## src/rtl/wb_master_arbiter_if.sv

```systemverilog
// wb_master_arbiter_if: Wishbone classic bus bundle between one master and one slave
interface wb_master_arbiter_if #(
   parameter int ADR_WIDTH = 24,
   parameter int DAT_WIDTH = 32
);
   logic                 cyc;
   logic                 stb;
   logic                 we;
   logic [ADR_WIDTH-1:0] adr;
   logic [DAT_WIDTH-1:0] dat_m;
   logic [DAT_WIDTH-1:0] dat_s;
   logic                 ack;
   logic                 err;
   modport master (output cyc, stb, we, adr, dat_m, input dat_s, ack, err);
   modport slave  (input cyc, stb, we, adr, dat_m, output dat_s, ack, err);
endinterface

```

## src/rtl/wb_master_arbiter.sv

```systemverilog
// wb_master_arbiter: round-robin, cycle-locked sharing of one Wishbone master port with ack timeout
module wb_master_arbiter #(
   parameter int                   ADR_WIDTH      = 24,
   parameter int                   DAT_WIDTH      = 32,
   parameter int                   TIMEOUT_CYCLES = 1024,
   parameter logic [DAT_WIDTH-1:0] ERR_DATA       = 32'hDEADC0DE
) (
   input  logic                       clk,
   input  logic                       rst_n,
   wb_master_arbiter_if.slave         m0,
   wb_master_arbiter_if.slave         m1,
   wb_master_arbiter_if.master        s,
   output logic [1:0]                 grant_o
);
   localparam int            CW  = $clog2(TIMEOUT_CYCLES) + 1;
   localparam logic [CW-1:0] LIM = CW'(TIMEOUT_CYCLES - 1);
   typedef enum logic [1:0] {IDLE, OWN0, OWN1} state_t;
   state_t        state_q, state_d;
   logic          last_q, last_d;
   logic [CW-1:0] cnt_q, cnt_d;
   logic          to_q, to_d;
   logic          err_q, err_d;
   logic          own0, own1, sel_cyc, sel_stb, acked, expire;
   assign own0    = state_q == OWN0;
   assign own1    = state_q == OWN1;
   assign sel_cyc = own0 ? m0.cyc : own1 & m1.cyc;
   assign sel_stb = own0 ? m0.stb : own1 & m1.stb;
   assign grant_o = {own1, own0};
   // bus steering from the registered grant; a timed-out transfer keeps stb off the bus
   always_comb begin
      s.cyc    = own0 | own1;
      s.stb    = sel_cyc & sel_stb & ~to_q;
      s.we     = own0 ? m0.we : own1 & m1.we;
      s.adr    = own0 ? m0.adr : own1 ? m1.adr : {ADR_WIDTH{1'b0}};
      s.dat_m  = own0 ? m0.dat_m : own1 ? m1.dat_m : {DAT_WIDTH{1'b0}};
      acked    = s.stb & s.ack;
      expire   = s.stb & ~s.ack & (cnt_q == LIM);
      m0.ack   = own0 & acked;
      m1.ack   = own1 & acked;
      m0.err   = own0 & err_q;
      m1.err   = own1 & err_q;
      m0.dat_s = m0.ack ? s.dat_s : m0.err ? ERR_DATA : {DAT_WIDTH{1'b0}};
      m1.dat_s = m1.ack ? s.dat_s : m1.err ? ERR_DATA : {DAT_WIDTH{1'b0}};
   end
   // ack timeout: saturating wait counter, one-cycle err pulse, abort flag held until the master drops stb
   always_comb begin
      cnt_d = (!s.stb || s.ack) ? '0 : (cnt_q == LIM) ? cnt_q : cnt_q + CW'(1);
      to_d  = to_q ? (sel_cyc & sel_stb) : expire;
      err_d = expire;
   end
   // arbitration: grant from idle only, alternate on a tie, hold until the owner drops cyc
   always_comb begin
      state_d = state_q;
      last_d  = last_q;
      case (state_q)
         IDLE: begin
            if (m0.cyc && (!m1.cyc || last_q)) begin
               state_d = OWN0;
               last_d  = 1'b0;
            end else if (m1.cyc) begin
               state_d = OWN1;
               last_d  = 1'b1;
            end
         end
         OWN0:    state_d = m0.cyc ? OWN0 : IDLE;
         OWN1:    state_d = m1.cyc ? OWN1 : IDLE;
         default: state_d = IDLE;
      endcase
   end
   // state registers with synchronous active-low reset; M1 as last owner lets M0 win the first tie
   always_ff @(posedge clk) begin
      if (!rst_n) begin
         state_q <= IDLE;
         last_q  <= 1'b1;
         cnt_q   <= '0;
         to_q    <= 1'b0;
         err_q   <= 1'b0;
      end else begin
         state_q <= state_d;
         last_q  <= last_d;
         cnt_q   <= cnt_d;
         to_q    <= to_d;
         err_q   <= err_d;
      end
   end
endmodule

```

## src/flat_wrapper.sv

```systemverilog
// flat-port wrapper written by rule: the top's interface ports become plain ports
module wb_master_arbiter_flat 
#(
   parameter int                   ADR_WIDTH      = 24,
   parameter int                   DAT_WIDTH      = 32,
   parameter int                   TIMEOUT_CYCLES = 1024,
   parameter logic [DAT_WIDTH-1:0] ERR_DATA       = 32'hDEADC0DE
)
  (clk, rst_n, grant_o, m0_cyc, m0_stb, m0_we, m0_adr, m0_dat_m, m0_dat_s, m0_ack, m0_err, m1_cyc, m1_stb, m1_we, m1_adr, m1_dat_m, m1_dat_s, m1_ack, m1_err, s_cyc, s_stb, s_we, s_adr, s_dat_m, s_dat_s, s_ack, s_err);
  wb_master_arbiter_if #(.ADR_WIDTH(ADR_WIDTH), .DAT_WIDTH(DAT_WIDTH)) m0_i ();
  wb_master_arbiter_if #(.ADR_WIDTH(ADR_WIDTH), .DAT_WIDTH(DAT_WIDTH)) m1_i ();
  wb_master_arbiter_if #(.ADR_WIDTH(ADR_WIDTH), .DAT_WIDTH(DAT_WIDTH)) s_i ();
  input  logic clk;
  input  logic rst_n;
  output logic [1:0] grant_o;
  input wire logic [$bits(m0_i.cyc)-1:0] m0_cyc;
  input wire logic [$bits(m0_i.stb)-1:0] m0_stb;
  input wire logic [$bits(m0_i.we)-1:0] m0_we;
  input wire logic [$bits(m0_i.adr)-1:0] m0_adr;
  input wire logic [$bits(m0_i.dat_m)-1:0] m0_dat_m;
  output wire logic [$bits(m0_i.dat_s)-1:0] m0_dat_s;
  output wire logic [$bits(m0_i.ack)-1:0] m0_ack;
  output wire logic [$bits(m0_i.err)-1:0] m0_err;
  input wire logic [$bits(m1_i.cyc)-1:0] m1_cyc;
  input wire logic [$bits(m1_i.stb)-1:0] m1_stb;
  input wire logic [$bits(m1_i.we)-1:0] m1_we;
  input wire logic [$bits(m1_i.adr)-1:0] m1_adr;
  input wire logic [$bits(m1_i.dat_m)-1:0] m1_dat_m;
  output wire logic [$bits(m1_i.dat_s)-1:0] m1_dat_s;
  output wire logic [$bits(m1_i.ack)-1:0] m1_ack;
  output wire logic [$bits(m1_i.err)-1:0] m1_err;
  output wire logic [$bits(s_i.cyc)-1:0] s_cyc;
  output wire logic [$bits(s_i.stb)-1:0] s_stb;
  output wire logic [$bits(s_i.we)-1:0] s_we;
  output wire logic [$bits(s_i.adr)-1:0] s_adr;
  output wire logic [$bits(s_i.dat_m)-1:0] s_dat_m;
  input wire logic [$bits(s_i.dat_s)-1:0] s_dat_s;
  input wire logic [$bits(s_i.ack)-1:0] s_ack;
  input wire logic [$bits(s_i.err)-1:0] s_err;
  assign m0_i.cyc = m0_cyc;
  assign m0_i.stb = m0_stb;
  assign m0_i.we = m0_we;
  assign m0_i.adr = m0_adr;
  assign m0_i.dat_m = m0_dat_m;
  assign m0_dat_s = m0_i.dat_s;
  assign m0_ack = m0_i.ack;
  assign m0_err = m0_i.err;
  assign m1_i.cyc = m1_cyc;
  assign m1_i.stb = m1_stb;
  assign m1_i.we = m1_we;
  assign m1_i.adr = m1_adr;
  assign m1_i.dat_m = m1_dat_m;
  assign m1_dat_s = m1_i.dat_s;
  assign m1_ack = m1_i.ack;
  assign m1_err = m1_i.err;
  assign s_cyc = s_i.cyc;
  assign s_stb = s_i.stb;
  assign s_we = s_i.we;
  assign s_adr = s_i.adr;
  assign s_dat_m = s_i.dat_m;
  assign s_i.dat_s = s_dat_s;
  assign s_i.ack = s_ack;
  assign s_i.err = s_err;
  wb_master_arbiter #(.ADR_WIDTH(ADR_WIDTH), .DAT_WIDTH(DAT_WIDTH), .TIMEOUT_CYCLES(TIMEOUT_CYCLES), .ERR_DATA(ERR_DATA)) u_core (.clk(clk), .rst_n(rst_n), .m0(m0_i), .m1(m1_i), .s(s_i), .grant_o(grant_o));
endmodule
```

## config.mk

```make
export PLATFORM = sky130hd
export DESIGN_NAME = wb_master_arbiter_flat
export DESIGN_NICKNAME = d
export VERILOG_FILES = /design/src/rtl/wb_master_arbiter_if.sv /design/src/rtl/wb_master_arbiter.sv /design/src/flat_wrapper.sv
export SDC_FILE = /design/constraint.sdc
export NUM_CORES = 1
export LEC_CHECK = 0
export CAP_MARGIN = 20
export CORE_AREA = 5 5 105 107
export CTS_BUF_LIST = sky130_fd_sc_hd__clkbuf_8
export DETAILED_ROUTE_END_ITERATION = 7
export DIE_AREA = 0 0 110 112
export GPL_TIMING_DRIVEN = 0
export PLACE_DENSITY_LB_ADDON = 0.3
export SLEW_MARGIN = 20
export SYNTH_ARGS = -nofsm -noshare
export SYNTH_HDL_FRONTEND = slang
export SYNTH_SLANG_ARGS = --single-unit
export TNS_END_PERCENT = 50
```

## constraint.sdc

```tcl
create_clock -name clk -period 3 [get_ports clk]
set_clock_uncertainty 0.15 [all_clocks]
set_input_delay 0.6 -clock clk [delete_from_list [all_inputs] [get_ports clk]]
set_output_delay 0.6 -clock clk [all_outputs]
set_load 0.005 [all_outputs]
```

# == Word-level counts from Yosys, hierarchy flattened ==
# Index checks and enable logic that the tools add are counted.
# op_classes
n_bitwise,16
add_sub_neg,1
mux,19
n_eq_ne,4
reduce_logical,9
# ops
op,count
32-bit two-way mux,6
24-bit two-way mux,2
1-bit bitwise AND,12
11-bit by 1-bit adder with 11-bit output (second input constant),1
11-bit by 10-bit == test with 1-bit output (second input constant),1
1-bit two-way mux,7
2-bit two-way mux,3
2-bit one-hot mux with 3 select lines,1
3-bit by 2-bit != test with 1-bit output (second input constant),1
1-bit NOT,3
2-bit by 1-bit == test with 1-bit output (second input constant),1
2-bit == test (second input constant),1
1-bit zero test,2
2-bit zero test,1
1-bit logical OR,2
2-bit AND reduction,1
2-bit nonzero test,1
2-bit OR reduction,1
1-bit logical AND,1
1-bit bitwise OR,1
# word_totals
elab_cells,54
ff_bits,16

# == Logic depth before layout (Yosys ltp) ==
# logic_depth
ltp_word,8
ltp_mapped,9
mapped_depth_nobuf,6

# == Least setup slack after synthesis ==
# Ideal clock, no wire load.
# synth_path
path_kind,register -> output
startpoint,register u_core.state_q[1]
endpoint,output port m0_dat_s[0]
setup_slack_ps,623
stages_incl_launch_ff,9
t_arrival_ps,1627
cell_sequence,dfxtp_1 > inv_1 > ha_1 > nand4b_2 > a21oi_4 > and3_1 > buf_4 > buf_6 > and2_1
# synth_lines
item,line_no,text
"start, declared",wb_master_arbiter.sv:18,"state_t state_q, state_d;"
"start signal, assigned",wb_master_arbiter.sv:79,state_q <= state_d;
2-bit by 1-bit == test with 1-bit output *,wb_master_arbiter.sv:24,assign own0 = state_q == OWN0;
named net u_core.own0,wb_master_arbiter.sv:23,"logic own0, own1, sel_cyc, sel_stb, acked, expire;"
1-bit two-way mux (on tied branches),"wb_master_arbiter.sv:26, wb_master_arbiter.sv:27",
1-bit bitwise AND * (2 in series),wb_master_arbiter.sv:32,s.stb = sel_cyc & sel_stb & ~to_q;
named net s_stb,flat_wrapper.sv:33,output wire logic [$bits(s_i.stb)-1:0] s_stb;
1-bit bitwise AND *,wb_master_arbiter.sv:36,acked = s.stb & s.ack;
1-bit bitwise AND *,wb_master_arbiter.sv:38,m0.ack = own0 & acked;
32-bit two-way mux *,wb_master_arbiter.sv:42,m0.dat_s = m0.ack ? s.dat_s : m0.err ? ERR_DATA : {DAT_WIDTH{1'b0}};
"end, declared",flat_wrapper.sv:21,output wire logic [$bits(m0_i.dat_s)-1:0] m0_dat_s;
# Mark *: on every way through the listed nets, which the timed path passes. The rest lies on a longest branch.

# == Worst setup path after layout ==
# layout_path
startpoint,input port s_ack
endpoint,output port m0_dat_s[22]
# layout_via
elab_chain_len,3
# layout_rtl
item,line_no,text
"start, declared",flat_wrapper.sv:38,input wire logic [$bits(s_i.ack)-1:0] s_ack;
1-bit bitwise AND,wb_master_arbiter.sv:36,
1-bit bitwise AND,wb_master_arbiter.sv:38,
32-bit two-way mux,wb_master_arbiter.sv:42,
# Every way passes these cells.

==> impl_metrics.tcl <==
set metrics [dict create \
    fin_util_pct 54.6 \
    regToRegSetupSlack_ns 0.90 \
    cp-start-kind "primary input" \
    peakVddDrop_uv 155 \
    postSynthAreaPerCell_um2 6.15 \
    reg2reg_depth 11 \
    grt_start_max_net_pins 11 \
    dieArea_um2 12300 \
    areaGrowthSynthToFinish_pct 148 \
    synth.most_common_cell "nand2_1" \
    globalplace.congestion 0.886 \
    grt_pass1_wl_um 20100 \
    fp.dieW_um 110 \
    wl_per_cell_um 17.2 \
    clkTransAtPathRegs_ns 0.06 \
    syn_nets 518 \
    clock_latency_ns 0.24 \
    synthTopCellsByArea "nand2_1, dfxtp_1, o21ai_0, a21o_1, and2_1" \
    drv_cap 0 \
    crit_required_ns 2.25 \
    end_kind "output pin" \
    slew_viol_final 0 \
    fp.dieH_um 112 \
    drc 0 \
    core_area_um2 10000 \
    netlist_top_cells_count "nand2_1, o21ai_0, a21o_1" \
    antenna_found_initial 1 \
    p_per_area_nw_per_um2 179 \
    synth_seq_cells 16 \
    crit_end "m0_dat_s[22]" \
    timing.slew.headroom_pct 74.4 \
    yosys.area.top_type "nand2_1" \
    port_buffers 281 \
    antenna_left 0 \
    tritoncts "built" \
    fin_crit_ns 2.92 \
    cp.arrival_ns 2.17 \
    status "completed" \
    post-synth-top-area-fraction_pct 19.9 \
    r2r-end "u_core.cnt_q[7]" \
    htreeDepth 1 \
    io_pins 283 \
    yosysSeqAreaShare_pct 14.5 \
    crit_path_max_fanout 10 \
    drt_iter0_drc 167 \
    grt_pass1_vias 3605 \
    root_buffer "clkbuf_8" \
    hpwlAfterDp_um 11400 \
    start_util_pct 22.0 \
    crit_start "s_ack" \
    cts.sinks 16 \
    synth_cell_type_count 38 \
    netlist_area_um2 2210 \
    n_fill_cell 970 \
    clockBufferDepth 2 \
    grt_use_total_pct 20.4 \
    r2r_start "u_core.state_q[0]" \
    grt_overflow 0 \
    wl_um 13900 \
    nets 832 \
    synth_async_sr_flop_share_pct 0 \
    fin_crit_sh_pct 97.5 \
    ys_warn_count 0 \
    fmaxAchievable_mhz 342 \
    rows 37 \
    firstDrtPassIters 5 \
    vias 3661 \
    finalSetupViolCount 0 \
    netlist_instances 359 \
    rsz0062_at_grt "yes" \
    power.leakage_nw 2.82 \
    antenna_cells 0 \
    drive_gt1_share_pct 16.4 \
    cts_buffers 3 \
    crit_type "in -> out" \
    worst_pin_slew_ns 0.379 \
    synth_flop_cell "dfxtp_1" \
    hold_viol 0 \
    hold_path.class "reg -> reg" \
    viasPerCell 4.54 \
    whs_ns 0.315 \
    synth-edff-count 0 \
]
==> layout by cell type (no fill, tap or decap), types with 3 or more instances in the layout <==
cell             netlist  routed
dlymetal6s2s_1         0      14
buf_6                  7      23
nand2_1              117     117
a21o_1                38      38
clkbuf_1              15       5
clkdlybuf4s15_1        0       8
clkdlybuf4s50_1        0     198
clkbuf_4               0       6
dfxtp_1               16      14
o21ai_1                0       4
ha_1                   5       3
xor2_1                 4       4
a21oi_1                7       7
xnor2_1                3       3
o21ai_0               59      55
buf_4                  6      22
and2_1                28      28
buf_2                  3      13
clkbuf_8               0       3
clkbuf_2               0      24
dlygate4sd2_1          0      28
nand3_1                5       4
nor2_1                10      10
==> worst min-delay path by stage <==
stage | from | end | slack, ns | cells after the start
floorplan | u_core.cnt_q[10] | u_core.cnt_q[10] | 0.28 | 2
global placement | u_core.cnt_q[10] | u_core.cnt_q[10] | 0.28 | 2
detailed placement | u_core.cnt_q[10] | u_core.cnt_q[10] | 0.31 | 2
CTS | u_core.cnt_q[10] | u_core.cnt_q[10] | 0.32 | 2
global route | u_core.cnt_q[10] | u_core.cnt_q[10] | 0.35 | 2
finish | u_core.cnt_q[10] | u_core.cnt_q[10] | 0.31 | 2
==> worst max-delay path, stage by stage <==
cell and delay [ns]:
clkdlybuf4s50_1 0.68, and3_4 0.30, buf_4 0.12, buf_6 0.11, and2_1 0.12, clkdlybuf4s15_1 0.24
==> report_power, final <==
part | leakage, nW | total, mW | internal (mW) | switching (mW)
Sequential | 0.131 | 0.223 | 0.217 | 0.00646
Combinational | 2.67 | 0.606 | 0.382 | 0.224
Clock | 0.0216 | 0.154 | 0.0888 | 0.0656
==> per-stage QoR <==
stage / worst slack [ns] / instances / area (um2) / TNS [ns] / total power [mW]
floorplan: 0.623 / 359 / 2210 / 0 / 0.377
global placement: -0.511 / 776 / 5190 / -31.78 / 0.787
detailed placement: -0.526 / 776 / 5190 / -33.68 / 0.794
CTS: -0.173 / 793 / 5390 / -1.71 / 0.974
global route: -0.0511 / 807 / 5480 / -0.326 / 1.05
finish: 0.0754 / 807 / 5480 / 0 / 0.984
==> flip-flops by register name, indices dropped and copies added (netlist names) <==
register and cells:
u_core.cnt_q 11, u_core.state_q 2, u_core.err_q 1, u_core.last_q 1, u_core.to_q 1
==> per-layer routing <==
layer	wire length, um	global-route usage [%]	share of wire [%]
met1	5280	23.6	38
met2	6910	36.2	50
met3	1430	6.55	10
met4	269	3.99	1.9
met5	13	0	0.094
==> layout make-up <==
type,instances,area (um2),share of cell area (%)
clock buffer,3,41.3,0.753
tap,136,170,3.10
buffer,32,268,4.88
timing repair buffer,311,2920,53.3
sequential,16,328,5.98
inverter,4,17.5,0.319
multi-input combinational,305,1740,31.7
==> kinds of logic after synthesis <==
kind of cell    count (synthesis)  synth area share, %
simple gates                  176                 36.4
compound gates                116                 33.0
buf+inv                        38                 10.0
flops                          16                 14.5
xor+xnor                        7                 2.78
fa+ha+maj                       5                 2.83
mux                             1                0.454
==> timing repair <==
item	4_1_cts	5_1_grt
pin swaps	4	5
cloned	3	0
setup buffers	11	17
hold buffers	0	0
endpoints found under the setup margin	123	122
resized for setup	136	108
Note: power is estimated with default switching activity, not from simulation.
